`src/rtl/alu_seq.sv`:
```
// Registered ALU with a persistent NZVC condition-code register, carry chaining
// and a WIDTH-step shift-add unsigned multiplier behind a start/busy/done handshake.
module alu_seq #(
   parameter int WIDTH  = 8,
   parameter bit MUL_EN = 1'b1
) (
   input  logic             clock,
   input  logic             reset,
   input  logic             start,
   input  logic [3:0]       ALU_Sel,
   input  logic [WIDTH-1:0] In1,
   input  logic [WIDTH-1:0] In2,
   output logic [WIDTH-1:0] ALU_Result,
   output logic [3:0]       NZVC,
   output logic             busy,
   output logic             done,
   output logic             err
);
   localparam int MSB = WIDTH - 1;
   localparam int CW  = $clog2(WIDTH);
   localparam logic [CW-1:0]    CNT_LAST = CW'(WIDTH - 1);
   localparam logic [WIDTH-1:0] MAX_POS  = {1'b0, {(WIDTH-1){1'b1}}};
   localparam logic [WIDTH-1:0] MIN_NEG  = {1'b1, {(WIDTH-1){1'b0}}};

   localparam logic [3:0] OP_ADD = 4'h0, OP_ADC = 4'h1, OP_SUB = 4'h2, OP_SBC = 4'h3;
   localparam logic [3:0] OP_AND = 4'h4, OP_OR  = 4'h5, OP_XOR = 4'h6, OP_NOT = 4'h7;
   localparam logic [3:0] OP_INC = 4'h8, OP_DEC = 4'h9, OP_SHL = 4'hA, OP_SHR = 4'hB;
   localparam logic [3:0] OP_ASR = 4'hC, OP_MUL = 4'hD;

   typedef enum logic {S_IDLE, S_MUL} state_t;

   state_t               state_q, state_d;
   logic [WIDTH-1:0]     res_q, res_d;
   logic [3:0]           nzvc_q, nzvc_d;
   logic                 done_q, done_d;
   logic                 err_q, err_d;
   logic [2*WIDTH-1:0]   mcand_q, mcand_d;
   logic [WIDTH-1:0]     mplier_q, mplier_d;
   logic [2*WIDTH-1:0]   acc_q, acc_d;
   logic [CW-1:0]        cnt_q, cnt_d;

   logic                 cin, is_mul, legal, v_flag, c_flag;
   logic [WIDTH:0]       add_ext, sub_ext;
   logic [WIDTH-1:0]     alu_res;
   logic [3:0]           alu_nzvc, mul_nzvc;
   logic [2*WIDTH-1:0]   acc_step;
   logic                 mul_last;

   always_ff @(posedge clock) begin
      if (reset) begin
         state_q  <= S_IDLE;
         res_q    <= '0;
         nzvc_q   <= '0;
         done_q   <= 1'b0;
         err_q    <= 1'b0;
         mcand_q  <= '0;
         mplier_q <= '0;
         acc_q    <= '0;
         cnt_q    <= '0;
      end else begin
         state_q  <= state_d;
         res_q    <= res_d;
         nzvc_q   <= nzvc_d;
         done_q   <= done_d;
         err_q    <= err_d;
         mcand_q  <= mcand_d;
         mplier_q <= mplier_d;
         acc_q    <= acc_d;
         cnt_q    <= cnt_d;
      end
   end

   assign is_mul   = (ALU_Sel == OP_MUL) && MUL_EN;
   assign mul_last = (cnt_q == CNT_LAST);

   always_comb begin
      state_d = state_q;
      case (state_q)
         S_IDLE:  if (start && is_mul) state_d = S_MUL;
         S_MUL:   if (mul_last) state_d = S_IDLE;
         default: state_d = S_IDLE;
      endcase
   end

   // Carry-in only feeds the chained forms; plain ADD/SUB ignore the old C.
   assign cin     = ((ALU_Sel == OP_ADC) || (ALU_Sel == OP_SBC)) ? nzvc_q[0] : 1'b0;
   assign add_ext = {1'b0, In1} + {1'b0, In2} + (WIDTH+1)'(cin);
   assign sub_ext = {1'b0, In1} - {1'b0, In2} - (WIDTH+1)'(cin);

   always_comb begin
      alu_res = res_q;
      v_flag  = 1'b0;
      c_flag  = nzvc_q[0];
      legal   = 1'b1;
      case (ALU_Sel)
         OP_ADD, OP_ADC: begin
            alu_res = add_ext[WIDTH-1:0];
            c_flag  = add_ext[WIDTH];
            v_flag  = (In1[MSB] == In2[MSB]) && (alu_res[MSB] != In1[MSB]);
         end
         OP_SUB, OP_SBC: begin
            alu_res = sub_ext[WIDTH-1:0];
            c_flag  = sub_ext[WIDTH];
            v_flag  = (In1[MSB] != In2[MSB]) && (alu_res[MSB] != In1[MSB]);
         end
         OP_AND: alu_res = In1 & In2;
         OP_OR:  alu_res = In1 | In2;
         OP_XOR: alu_res = In1 ^ In2;
         OP_NOT: alu_res = ~In1;
         OP_INC: begin
            alu_res = In1 + WIDTH'(1);
            v_flag  = (In1 == MAX_POS);
         end
         OP_DEC: begin
            alu_res = In1 - WIDTH'(1);
            v_flag  = (In1 == MIN_NEG);
         end
         OP_SHL: begin
            alu_res = {In1[WIDTH-2:0], 1'b0};
            c_flag  = In1[MSB];
            v_flag  = alu_res[MSB] ^ In1[MSB];
         end
         OP_SHR: begin
            alu_res = {1'b0, In1[WIDTH-1:1]};
            c_flag  = In1[0];
         end
         OP_ASR: begin
            alu_res = {In1[MSB], In1[WIDTH-1:1]};
            c_flag  = In1[0];
         end
         default: legal = 1'b0;
      endcase
      alu_nzvc = {alu_res[MSB], (alu_res == '0), v_flag, c_flag};
   end

   assign acc_step = acc_q + (mplier_q[0] ? mcand_q : '0);
   assign mul_nzvc = {acc_step[MSB], (acc_step[WIDTH-1:0] == '0),
                      (acc_step[2*WIDTH-1:WIDTH] != '0), (acc_step[2*WIDTH-1:WIDTH] != '0)};

   always_comb begin
      res_d    = res_q;
      nzvc_d   = nzvc_q;
      done_d   = 1'b0;
      err_d    = 1'b0;
      mcand_d  = mcand_q;
      mplier_d = mplier_q;
      acc_d    = acc_q;
      cnt_d    = cnt_q;
      case (state_q)
         S_IDLE: begin
            if (start) begin
               if (is_mul) begin
                  mcand_d  = {{WIDTH{1'b0}}, In1};
                  mplier_d = In2;
                  acc_d    = '0;
                  cnt_d    = '0;
               end else if (legal) begin
                  res_d  = alu_res;
                  nzvc_d = alu_nzvc;
                  done_d = 1'b1;
               end else begin
                  done_d = 1'b1;
                  err_d  = 1'b1;
               end
            end
         end
         S_MUL: begin
            acc_d    = acc_step;
            mcand_d  = mcand_q << 1;
            mplier_d = mplier_q >> 1;
            cnt_d    = cnt_q + CW'(1);
            if (mul_last) begin
               res_d  = acc_step[WIDTH-1:0];
               nzvc_d = mul_nzvc;
               done_d = 1'b1;
               cnt_d  = '0;
            end
         end
         default: ;
      endcase
   end

   always_comb begin
      ALU_Result = res_q;
      NZVC       = nzvc_q;
      busy       = (state_q == S_MUL);
      done       = done_q;
      err        = err_q;
   end
endmodule

```
`config.mk`:
```
export PLATFORM = sky130hd
export DESIGN_NAME = alu_seq
export DESIGN_NICKNAME = d
export VERILOG_FILES = /design/src/rtl/alu_seq.sv
export SDC_FILE = /design/constraint.sdc
export NUM_CORES = 1
export LEC_CHECK = 0
export BUFFER_PORTS_ARGS = -buffer_cell sky130_fd_sc_hd__buf_2
export CORE_MARGIN = 3
export CORE_UTILIZATION = 45
export CTS_CLUSTER_SIZE = 25
export DETAILED_ROUTE_END_ITERATION = 8
export GPL_ROUTABILITY_DRIVEN = 1
export GPL_TIMING_DRIVEN = 0
export SYNTH_ARGS = -nofsm -noshare
export SYNTH_HDL_FRONTEND = slang
export SYNTH_SLANG_ARGS = --single-unit
```
`constraint.sdc`:
```
create_clock -name clock -period 3.9 [get_ports clock]
set_clock_uncertainty 0.1 [all_clocks]
set_input_delay 0.39 -clock clock [delete_from_list [all_inputs] [get_ports clock]]
set_output_delay 0.39 -clock clock [all_outputs]
set_load 0.02 [all_outputs]
```
==> impl_metrics.prom <==
# TYPE chip_impl_metric gauge
chip_impl_info{name="outcome",value="finished, final reports clean"} 1
chip_impl_metric{name="h-tree-depth",unit=""} 3
chip_impl_metric{name="via_density_per_instance",unit=""} 6.384
chip_impl_metric{name="maximum_fanout_encountered_on_the_critical_timing_path",unit=""} 10
chip_impl_metric{name="fmaxAchievable",unit="GHz"} 0.2680
chip_impl_metric{name="yosys.area_share.adder",unit="%"} 14.48
chip_impl_metric{name="synth-warning-count",unit=""} 0
chip_impl_metric{name="syn_nets",unit=""} 783
chip_impl_metric{name="cts.clk_slew.worst_paths",unit="ps"} 50
chip_impl_metric{name="vias_in_the_first_global_route",unit=""} 5374
chip_impl_metric{name="final_report_setup_violation_count",unit=""} 0
chip_impl_metric{name="worst_skew_pair.late_latency",unit="ps"} 330
chip_impl_metric{name="vdd.ir_drop.worst",unit="mV"} 0.3184
chip_impl_info{name="timing.critical_path.cells",value="buf_2, buf_4, clkbuf_1, nor2_2, nand3_1, inv_1, fa_1, inv_1, ha_1, o21ai_2, a211oi_2, o311ai_2, xnor2_1, o211ai_1, a221oi_1, o32ai_1"} 1
chip_impl_metric{name="leakagePower",unit="nW"} 2.607
chip_impl_metric{name="power.density",unit="nW/um2"} 322.4
chip_impl_metric{name="whs_path_depth",unit=""} 3
chip_impl_metric{name="synth.yosys.seq_area_share",unit="%"} 21.10
chip_impl_metric{name="first_iter_violations",unit=""} 663
chip_impl_metric{name="final-hold-violation-count",unit=""} 0
chip_impl_metric{name="nets",unit=""} 826
chip_impl_metric{name="effective_utilization_at_floorplan",unit="%"} 46.76
chip_impl_metric{name="cts_inserted_buffers",unit=""} 9
chip_impl_info{name="critical-path-slowest-cell",value="sky130_fd_sc_hd__fa_1"} 1
chip_impl_info{name="yosys-top-cells-area",value="sky130_fd_sc_hd__dfxtp_1, sky130_fd_sc_hd__ha_1, sky130_fd_sc_hd__nor2_1"} 1
chip_impl_metric{name="die_area",unit="um2"} 13370
chip_impl_metric{name="max_stage_delay",unit="ps"} 580
chip_impl_metric{name="max_slew_margin",unit="%"} 36.15
chip_impl_metric{name="final_antenna_net_count",unit=""} 0
chip_impl_metric{name="synth-xor-area-share",unit="%"} 3.563
chip_impl_metric{name="cts_max_path_buffers",unit=""} 2
chip_impl_metric{name="power_switching_share",unit="%"} 30.12
chip_impl_metric{name="final_layout_size_suffix_gt1_share",unit="%"} 12.43
chip_impl_metric{name="synth_compound_gate_area_share",unit="%"} 30.96
chip_impl_info{name="cp-end-kind",value="register"} 1
chip_impl_metric{name="report.final.slew_viol_count",unit=""} 0
chip_impl_metric{name="avg_inst_size_synth",unit="um2"} 7.714
chip_impl_metric{name="seqPwrFrac",unit="%"} 30.9
chip_impl_metric{name="syn-cell-area",unit="um2"} 5408
chip_impl_metric{name="diode_count",unit=""} 0
chip_impl_metric{name="synth_largest_type_area_fraction",unit="%"} 21.10
chip_impl_metric{name="post-dp-hpwl",unit="um"} 14420
chip_impl_info{name="yosys.area.top_type",value="sky130_fd_sc_hd__dfxtp_1"} 1
chip_impl_metric{name="synth-seq-cells",unit=""} 57
chip_impl_metric{name="std_cell_rows",unit=""} 39
chip_impl_metric{name="async_flop_share",unit="%"} 0
chip_impl_metric{name="hold_buffers",unit=""} 0
chip_impl_metric{name="power_share_of_the_clock_group",unit="%"} 44.1
chip_impl_metric{name="crit_required",unit="ps"} 3990
chip_impl_metric{name="timing.final.ws_setup",unit="ps"} 168.7
chip_impl_metric{name="globalRouteOverflowTotal",unit=""} 0
chip_impl_metric{name="final-instance-count-excl-fill",unit=""} 891
chip_impl_metric{name="detail_route.wl_per_cell",unit="um"} 20.75
chip_impl_metric{name="drt-pass1-iter-count",unit=""} 5
chip_impl_metric{name="final_min_period_over_clock_period",unit="%"} 95.67
chip_impl_metric{name="dpl.cell_count",unit=""} 879
chip_impl_metric{name="dp_slack",unit="ps"} -505.5
chip_impl_info{name="critical-path-top-cell-by-count",value="sky130_fd_sc_hd__inv_1"} 1
chip_impl_info{name="start_kind",value="input port"} 1
chip_impl_metric{name="num_vias",unit=""} 5688
chip_impl_metric{name="cts.sink_count",unit=""} 57
chip_impl_metric{name="syn2layout_area_growth",unit="%"} 13.58
chip_impl_metric{name="pin_count_of_the_biggest_net_entering_global_routing",unit=""} 12
chip_impl_metric{name="synth_enable_flop_cells",unit=""} 0
chip_impl_metric{name="internal_power",unit="mW"} 1.384
chip_impl_metric{name="cap_viol_max_count",unit=""} 0
chip_impl_metric{name="reg2regPathDepth",unit=""} 11
chip_impl_info{name="synth_top_family_by_area",value="compound AO/OA/AOI/OAI gates"} 1
chip_impl_metric{name="worst-endpoint-arrival",unit="ps"} 3820
chip_impl_metric{name="placeableCoreArea",unit="um2"} 11560
chip_impl_info{name="tritoncts",value="yes"} 1
chip_impl_metric{name="synth_mux_area_share",unit="%"} 1.689
chip_impl_metric{name="synth_simple_gate_area_share",unit="%"} 21.31
chip_impl_metric{name="p_comb_share",unit="%"} 24.9
chip_impl_metric{name="die_x",unit="um"} 115.6
chip_impl_info{name="worstSetupPathType",value="in -> reg"} 1
chip_impl_info{name="cts_root_buffer",value="sky130_fd_sc_hd__clkbuf_16"} 1
chip_impl_metric{name="post-route-cell-area",unit="um2"} 6142
chip_impl_metric{name="place_area",unit="um2"} 5762
chip_impl_metric{name="aggregate_global_route_resource_usage",unit="%"} 28.40
chip_impl_metric{name="max_slew.worst_pin.slew",unit="ps"} 950.5
chip_impl_metric{name="detail_route.drc_violations",unit=""} 0
chip_impl_metric{name="count_of_different_cell_masters_after_synthesis",unit=""} 78
chip_impl_info{name="postSynth.topFlopCell",value="sky130_fd_sc_hd__dfxtp_1"} 1
chip_impl_metric{name="globalplace.congestion",unit=""} 0.9945
chip_impl_info{name="worstHoldPathType",value="in -> reg"} 1
chip_impl_metric{name="netlist_instances",unit=""} 701
chip_impl_metric{name="io-pin-count",unit=""} 38
chip_impl_metric{name="port-buffer-count",unit=""} 35
chip_impl_metric{name="final.min_clock_period",unit="ps"} 3731
chip_impl_metric{name="first_pass_grt_wire_length",unit="um"} 29320
chip_impl_metric{name="p_switching",unit="mW"} 0.5964
chip_impl_metric{name="die_height",unit="um"} 115.6
chip_impl_metric{name="initial_antenna_violation_count",unit=""} 0
chip_impl_metric{name="totalWireLength",unit="um"} 18490
-- timing repair --
action | in CTS | in global routing
pin swaps | 0 | 2
setup endpoints to repair | 5 | 6
setup buffers | 0 | 0
gates resized for setup | 5 | 12
-- power by group through the flow --
stage	clock network (mW)	registers [mW]	logic (mW)
floorplan	0	0.633	0.306
global placement	0	0.623	0.466
detailed placement	0	0.623	0.469
CTS	0.882	0.612	0.474
global route	0.911	0.613	0.535
finish	0.874	0.612	0.494
-- area by class of cell --
type / count / area [um2]
Timing Repair Buffer: 35 / 175.2
Tap cell: 143 / 178.9
Fill cell: 1161 / 5423
Sequential cell: 57 / 1141
Buffer: 40 / 190.2
Multi-Input combinational cell: 554 / 3950
Clock buffer: 13 / 270.3
Inverter: 47 / 176.4
Clock inverter: 2 / 60.06
-- cells in the mapped netlist, drive strengths merged, types with 4 or more instances --
cell,instances
and3,4
a21oi,51
nor2,73
a21o,12
nor3,19
o32ai,6
a32oi,5
and2,15
nor2b,6
xor2,10
clkbuf,26
fa,6
o211ai,8
inv,46
nand2,40
nand2b,11
or3,7
mux2i,8
nand3,15
ha,53
nor4,9
a22oi,24
buf,17
o21a,9
o22ai,6
xnor2,12
a222oi,7
dfxtp,57
nor3b,5
a211oi,12
o21ai,40
a221oi,10
o221a,4
a31oi,6
o31ai,6
-- path summary, 6_finish.rpt --
check,startpoint,to,slack (ps)
hold / removal,In2[7],mplier_q[7],270
setup / recovery,ALU_Sel[2],NZVC[1],170
setup reg to reg,mplier_q[0],NZVC[1],320
hold reg to reg,mplier_q[1],mplier_q[1],360
-- critical path, delay by kind of cell --
family,cells,cell delay (ps)
compound gates,6,1310
xor+xnor,1,160
fa+ha+maj,2,770
buf+inv,5,870
simple gates,2,320
-- stage by stage --
| stage | total power, mW | setup TNS [ps] | hold slack [ps] | util (%) |
|---|---|---|---|---|
| after floorplan | 0.9388 | 0 | 336.2 | - |
| after global placement | 1.088 | -2884 | 348.7 | 49.82 |
| after detailed placement | 1.093 | -2862 | 352.7 | 49.82 |
| after CTS | 1.968 | 0 | 275.1 | 52.76 |
| after global routing | 2.059 | -1.826 | 320.6 | 53.11 |
| final | 1.980 | 0 | 273.2 | 53.11 |
-- cells by family (layout without fill, tap and decap cells) --
kind of cell	count (synthesis)	in the layout
adder cells (fa/ha/maj)	59	59
flip-flops	57	57
AND/OR/NAND/NOR	228	228
XOR/XNOR	22	22
AO/OA/AOI/OAI	236	236
buffers and inverters	90	137
multiplexers	9	9
-- state kept, by name, summed over array words and instances, names as in the netlist --
signal,flops
done,1
err,1
busy,1
cnt_q,3
acc_q,16
ALU_Result,8
NZVC,3
mcand_q,16
mplier_q,8
-- layer usage --
layer	track usage [%]	up-vias	routed length (um)
li1	-	2696	-
met1	40.32	2691	8399
met2	41.13	261	7610
met3	8.877	40	1951
met4	8.894	0	523
met5	0	-	0
-- cells in the final DEF (no fill, tap or decap), drive strengths merged, types with 4 or more instances in the layout --
cell    instances
nor2           73
dfxtp          57
ha             53
a21oi          51
buf            50
inv            46
nand2          40
o21ai          40
clkbuf         38
a22oi          24
nor3           19
nand3          15
and2           15
a21o           12
xnor2          12
a211oi         12
nand2b         11
a221oi         10
xor2           10
o21a            9
nor4            9
mux2i           8
o211ai          8
or3             7
a222oi          7
nor2b           6
o22ai           6
fa              6
o31ai           6
o32ai           6
a31oi           6
a32oi           5
nor3b           5
and3            4
o221a           4
No activity file was read; power rests on OpenSTA's default activity.
